**src/rtl/if_fetch_stage.sv**
```systemverilog
// Instruction fetch stage with IF/ID register: one outstanding imem request at a time,
// a hold buffer for words that return while decode is stalled, and redirect flushing.
// state  | meaning
// S_IDLE | first cycle after reset, no request yet
// S_REQ  | request strobe for pc_in, fetch PC latched
// S_WAIT | word outstanding and deliverable
// S_HOLD | returned word parked in the hold buffer while decode stalls
// S_DROP | word outstanding but killed by a redirect
module if_fetch_stage #(
    parameter logic [15:0] NOP_INSTR = 16'h0000
) (
    input  logic        clk,
    input  logic        rst,
    input  logic [15:0] pc_in,
    input  logic [15:0] pc_plus_2_in,
    input  logic        flush,
    input  logic        id_stall,
    output logic        imem_req,
    output logic [15:0] imem_addr,
    input  logic [15:0] imem_rdata,
    input  logic        imem_valid,
    output logic        pc_advance,
    output logic        if_id_valid,
    output logic [15:0] if_id_instr,
    output logic [15:0] if_id_pc,
    output logic [15:0] if_id_pc_plus_2
);

    typedef enum logic [2:0] {S_IDLE, S_REQ, S_WAIT, S_HOLD, S_DROP} state_t;

    state_t      state;
    state_t      state_nxt;
    logic [15:0] fetch_pc;
    logic [15:0] fetch_pc2;
    logic [15:0] hold_buf;
    logic        deliver;
    logic [15:0] deliver_word;
    logic        capture;

    always_ff @(posedge clk) begin
        if (rst) begin
            state <= S_IDLE;
        end else begin
            state <= state_nxt;
        end
    end

    always_comb begin
        state_nxt    = state;
        imem_req     = 1'b0;
        imem_addr    = 16'h0000;
        deliver      = 1'b0;
        deliver_word = imem_rdata;
        case (state)
            S_IDLE: begin
                state_nxt = S_REQ;
            end
            S_REQ: begin
                imem_req  = 1'b1;
                imem_addr = {pc_in[15:1], 1'b0};
                state_nxt = flush ? S_DROP : S_WAIT;
            end
            S_WAIT: begin
                if (flush) begin
                    state_nxt = imem_valid ? S_REQ : S_DROP;
                end else if (imem_valid) begin
                    if (id_stall) begin
                        state_nxt = S_HOLD;
                    end else begin
                        deliver   = 1'b1;
                        state_nxt = S_REQ;
                    end
                end
            end
            S_HOLD: begin
                deliver_word = hold_buf;
                if (flush) begin
                    state_nxt = S_REQ;
                end else if (!id_stall) begin
                    deliver   = 1'b1;
                    state_nxt = S_REQ;
                end
            end
            S_DROP: begin
                // The outstanding word retires even if another redirect lands with it;
                // the PC register already holds the newest target for the next REQ.
                if (imem_valid) begin
                    state_nxt = S_REQ;
                end
            end
            default: begin
                state_nxt = S_IDLE;
            end
        endcase
        if (rst) begin
            imem_req  = 1'b0;
            imem_addr = 16'h0000;
            deliver   = 1'b0;
        end
    end

    assign pc_advance = deliver;
    assign capture    = (state == S_WAIT) && imem_valid && id_stall && !flush;

    always_ff @(posedge clk) begin
        if (rst) begin
            fetch_pc  <= 16'h0000;
            fetch_pc2 <= 16'h0000;
            hold_buf  <= 16'h0000;
        end else begin
            if (state == S_REQ) begin
                fetch_pc  <= pc_in;
                fetch_pc2 <= pc_plus_2_in;
            end
            if (capture) begin
                hold_buf <= imem_rdata;
            end
        end
    end

    always_ff @(posedge clk) begin
        if (rst) begin
            if_id_valid     <= 1'b0;
            if_id_instr     <= NOP_INSTR;
            if_id_pc        <= 16'h0000;
            if_id_pc_plus_2 <= 16'h0000;
        end else if (flush) begin
            if_id_valid <= 1'b0;
            if_id_instr <= NOP_INSTR;
        end else if (id_stall) begin
            if_id_valid <= if_id_valid;
        end else if (deliver) begin
            if_id_valid     <= 1'b1;
            if_id_instr     <= deliver_word;
            if_id_pc        <= fetch_pc;
            if_id_pc_plus_2 <= fetch_pc2;
        end else begin
            if_id_valid <= 1'b0;
        end
    end

endmodule
```
**config.mk**
```make
export PLATFORM = sky130hd
export DESIGN_NAME = if_fetch_stage
export DESIGN_NICKNAME = d
export VERILOG_FILES = /design/src/rtl/if_fetch_stage.sv
export SDC_FILE = /design/constraint.sdc
export NUM_CORES = 1
export LEC_CHECK = 0
export ABC_CLOCK_PERIOD_IN_PS = 3900
export CELL_PAD_IN_SITES_DETAIL_PLACEMENT = 0
export CELL_PAD_IN_SITES_GLOBAL_PLACEMENT = 1
export CORE_MARGIN = 2
export CORE_UTILIZATION = 39
export DETAILED_ROUTE_END_ITERATION = 8
export HOLD_SLACK_MARGIN = 0.1
export MAX_ROUTING_LAYER = met4
export PLACE_DENSITY = 0.85
export SYNTH_ARGS = -nofsm -noshare
export SYNTH_HDL_FRONTEND = slang
export SYNTH_SLANG_ARGS = --single-unit
```
**constraint.sdc**
```tcl
create_clock -name clk -period 3.9 [get_ports clk]
set_input_delay 0.78 -clock clk [delete_from_list [all_inputs] [get_ports clk]]
set_output_delay 0.78 -clock clk [all_outputs]
set_load 0.01 [all_outputs]
```
# ---- Yosys cells after proc, flatten, opt, wreduce, memory -nomap -nowiden
# Cells that the tools add are included.
dict set report word_totals {
  elab_cells 47
  regBits 100
}
dict set report op_classes {
  eq_ne 7
  reduce_logical 9
  bitwise_logic 2
  muxes 21
}
# op count
set ops {}
lappend ops {{$mux W16} 3}
lappend ops {{$mux W3} 7}
lappend ops {{$pmux W3 S5} 1}
lappend ops {{$mux W1} 8}
lappend ops {{$eq A3 B2 Y1 const B} 2}
lappend ops {{$ne A3 B3 Y1 const B} 2}
lappend ops {{$reduce_and A3 Y1} 2}
lappend ops {{$eq A3 B1 Y1 const B} 1}
lappend ops {{$eq A3 B3 Y1 const B} 1}
lappend ops {{$logic_and A1 B1 Y1} 3}
lappend ops {{$logic_not A3 Y1} 1}
lappend ops {{$mux W2} 1}
lappend ops {{$ne A2 B2 Y1 const B} 1}
lappend ops {{$not A1 Y1} 2}
lappend ops {{$pmux W1 S2} 1}
lappend ops {{$reduce_and A2 Y1} 1}
lappend ops {{$reduce_or A2 Y1} 1}
lappend ops {{$logic_not A1 Y1} 1}

# ---- Logic depth before layout (Yosys ltp)
dict set report depth {
  ltp_word 6
  depth_mapped 6
  mapped_depth_nobuf 3
}

# ---- Worst setup path before layout
# OpenSTA, ideal clock, no wires.
dict set report synth_timing {
  path_kind {input to output}
  from {in rst}
  to {out pc_advance}
  arrival_time_ns 1.775
  slack_ns 1.345
  t_required_ns 3.120
  stages 5
  cell_sequence {clkbuf_1 -> or2_2 -> buf_2 -> buf_1 -> nor2_1}
}
dict set report synth_between {
  elab_chain_cells 1
}
# element line_no
set synth_lines {}
lappend synth_lines {{start: declaration} 13} ;# input logic rst,
lappend synth_lines {{$mux W1} 95} ;# if (rst) begin
lappend synth_lines {{end: declaration} 22} ;# output logic pc_advance,
# Every way passes these cells.

# ---- Worst setup path after layout
dict set report layout_timing {
  from {in flush}
  to {out pc_advance}
}
dict set report layout_between {
  elab_chain_cells 3
  elab_cells_between_ends 4
}
# element line_no
set layout_lines {}
lappend layout_lines {{start: declaration} 16} ;# input logic flush,
lappend layout_lines {{$mux W1 (on tied branches)} {77, 64}}
lappend layout_lines {{$pmux W1 S2 (*)} 54} ;# case (state)
lappend layout_lines {{$mux W1 (*)} 95}
# Every way passes the cells marked *; elsewhere a longest branch is shown, timed or not.

==> results.py <==
metrics = {
    "outcome": {
        "status": "completed",
    },
    "worst_setup_path": {
        "crit_type": "in2out",
        "cp_data_required_time_ps": 3120,
        "cpMostUsedCell": "clkdlybuf4s50_1",
        "r2r_start": "state[0]$_SDFFE_PP0P_",
        "worstReg2RegEnd": "if_id_pc_plus_2[2]$_SDFFE_PP0P_",
        "slowest_delay_ps": 540,
        "r2r_slack_ps": 1690,
        "crit_path_start_kind": "input port",
        "crit_buf_inv": 2,
        "end_kind": "primary output",
        "crit_family": "buffers and inverters",
        "critPathMaxFanout": 19,
        "crit_slowest_cell": "clkdlybuf4s50_1",
        "worstPathArrival_ps": 2520,
        "cp_cell_sequence": "clkdlybuf4s50_1 > or2_2 > nor2_1 > clkdlybuf4s50_1",
        "reg2regPathDepth": 5,
    },
    "worst_hold_path": {
        "min-delay-start": "fetch_pc[7]$_SDFFE_PP0N_",
        "hold_end": "fetch_pc[7]$_SDFFE_PP0N_",
        "hp-class": "reg2reg",
        "min_path_cells": 1,
    },
    "clocking": {
        "clk_latency_ps": 350,
        "hold_buffers": 0,
        "clk_pin_slew_ps": 80,
        "cts_resized": 0,
        "clockBufferDepth": 2,
        "cts.htree.levels": 3,
        "cts_tree": "yes",
        "clock_sinks": 100,
        "clockRootBuffer": "clkbuf_8",
        "numCtsBuffers": 9,
        "post_cts_buffers": 0,
    },
    "die": {
        "rows": 37,
        "coreArea_sq_um": 10300,
        "die_y_um": 107,
        "pin_count": 120,
        "dieWidth_um": 107,
        "initial_utilization_pct": 40.0,
        "fp.dieArea_sq_um": 11400,
    },
    "timing": {
        "report.final.hold_viol_count": 0,
        "setup_violations": 0,
        "tightest_slew_ps": 770,
        "fin_skew_ps": 11.2,
        "maxSlewViolCount": 0,
        "setup_tns_ps": 0,
        "period_needed_ps": 3300,
        "slew_headroom_pct": 48.3,
        "hold_slack_ps": 457,
        "period_share_pct": 84.7,
        "clock.fmax_mhz": 303,
        "rsz0062_at_grt": "false",
    },
    "yosys": {
        "syn_nets": 450,
        "yosysWarnings": 0,
        "avgSynthCellArea_sq_um": 10.4,
        "yosys.cell_types.count": 30,
        "ys_seq_area_share_pct": 48.5,
        "ys_async_sr_fraction_pct": 0,
        "yosys_most_used_dff": "dfxtp_1",
        "syn_inst": 397,
        "ys_ff_latch": 100,
        "syn-cell-area_sq_um": 4130,
        "synth_edf_count": 0,
    },
    "power_and_ir_drop": {
        "leakage_nw": 2.00,
        "power_per_cell_area_nw_per_um2": 348,
        "power_frac_comb_pct": 12.1,
        "totalPowerFinal_mw": 1.95,
        "internal-power_mw": 1.46,
        "max-vdd-ir-drop_mv": 0.168,
        "p_seq_share_pct": 55.3,
        "p_sw_share_pct": 25.0,
        "p_clk_share_pct": 32.6,
        "p_sw_uw": 487,
    },
    "drt": {
        "routed_wl_um": 9140,
        "viasPerCell": 4.83,
        "drcViolationCount": 0,
        "drtPass1Iterations": 4,
        "dr.first_iter.drc_count": 95,
        "routedWlPerCell_um": 14.1,
        "vias": 3117,
        "antenna_left": 0,
    },
    "layout": {
        "drive_above_1_share_pct": 6.48,
        "final_cells": 646,
        "synthToLayoutAreaGrowth_pct": 35.8,
        "nets": 557,
        "final_cell_area_sq_um": 5610,
    },
    "placed_design": {
        "placed_area_sq_um": 5410,
        "hpwlAfterDp_um": 6280,
        "portBuffers": 118,
        "dpl.cell_count": 629,
        "place.gp.congestion": 0.768,
    },
    "global_routing": {
        "grt_usage_pct": 16.6,
        "grtUsageMet1_pct": 21.7,
        "antenna_found_initial": 1,
        "overflow": 0,
        "grt_pass1_wl_um": 14600,
        "grt_max_degree": 75,
        "grt_pass1_vias": 2934,
        "top_usage_layer": "met2",
        "use_met3_pct": 4.62,
        "use_met2_pct": 24.9,
    },
    "flow_run": {
        "cap_violations": 0,
    },
}
[cells in the final DEF, fill, tap and decap left out, types with 2 or more instances in the layout]
cell	count
mux2i_1	64
dfxtp_1	100
nor2_1	2
a211oi_1	16
and2_1	15
nand2b_1	96
inv_6	3
buf_4	9
nor2b_1	2
a21oi_1	20
clkbuf_8	11
inv_1	2
nand2_1	3
a22o_1	17
clkdlybuf4s50_1	117
a21o_1	15
[final cells by class]
cell class                 instances  area (sq um)
sequential                       100          2000
multi-input combinational        264          1990
clock inverter                     5          42.5
timing repair buffer             127          1240
inverter                           2          7.51
fill                             920          4720
tap                              136           170
antenna                            1          2.50
clock buffer                      11           151
[state kept, by name (all words and copies together), names as in the netlist]
| register | count |
|---|---|
| fetch_pc | 16 |
| if_id_valid | 1 |
| if_id_instr | 16 |
| if_id_pc_plus_2 | 16 |
| hold_buf | 16 |
| if_id_pc | 16 |
| state | 3 |
| fetch_pc2 | 16 |
[power by group through the flow]
stage          logic [mW]  registers (mW)  clock network (mW)
6_report            0.235            1.08               0.637
3_3_place_gp        0.234            1.10                   0
5_1_grt             0.256            1.08               0.700
4_1_cts             0.238            1.08               0.658
3_5_place_dp        0.236            1.10                   0
2_1_floorplan       0.136            1.09                   0
[synthesized netlist by cell type, types with 2 or more instances]
library cell  count  share of area (%)
mux2i_1          64                 16
buf_4             5               0.91
and2_1           15                2.3
nand2_1           3               0.27
nor2b_1           2               0.30
a211oi_1         16                2.9
buf_2             6               0.73
nor2_1            2               0.18
a22o_1           17                3.6
clkbuf_1         18                1.6
dfxtp_1         100                 48
a21oi_1          21                2.5
inv_1             2               0.18
nand2b_1         96                 15
a21o_1           15                2.7
[metrics by stage]
| stage | worst slack, ps | utilization (%) |
|---|---|---|
| finish | 598 | 54.3 |
| CTS | 585 | 54.3 |
| global placement | 624 | 52.4 |
| global route | 500 | 54.3 |
| floorplan | 1350 | - |
| detailed placement | 590 | 52.4 |
[worst max-delay path by stage]
stage	slack (ps)	cells past startpoint	end	startpoint
6_report	600	4	pc_advance	flush
2_1_floorplan	1350	5	pc_advance	rst
5_1_grt	500	5	pc_advance	imem_valid
3_3_place_gp	620	4	pc_advance	flush
4_1_cts	590	4	pc_advance	flush
3_5_place_dp	590	4	pc_advance	flush
[cell families after synthesis]
logic type             share of synthesized area [%]
buffers and inverters                           3.82
flip-flops                                      48.5
AO/OA/AOI/OAI                                   12.4
multiplexers                                    15.5
AND/OR/NAND/NOR                                 19.7
other                                         0.0908
[routing by layer]
layer	up-vias	share of wire (%)
li1	1576	-
met1	1445	48
met2	85	44
met3	11	6.4
met4	0	1.3
met5	-	0
No activity file was read; power rests on OpenSTA's default activity.
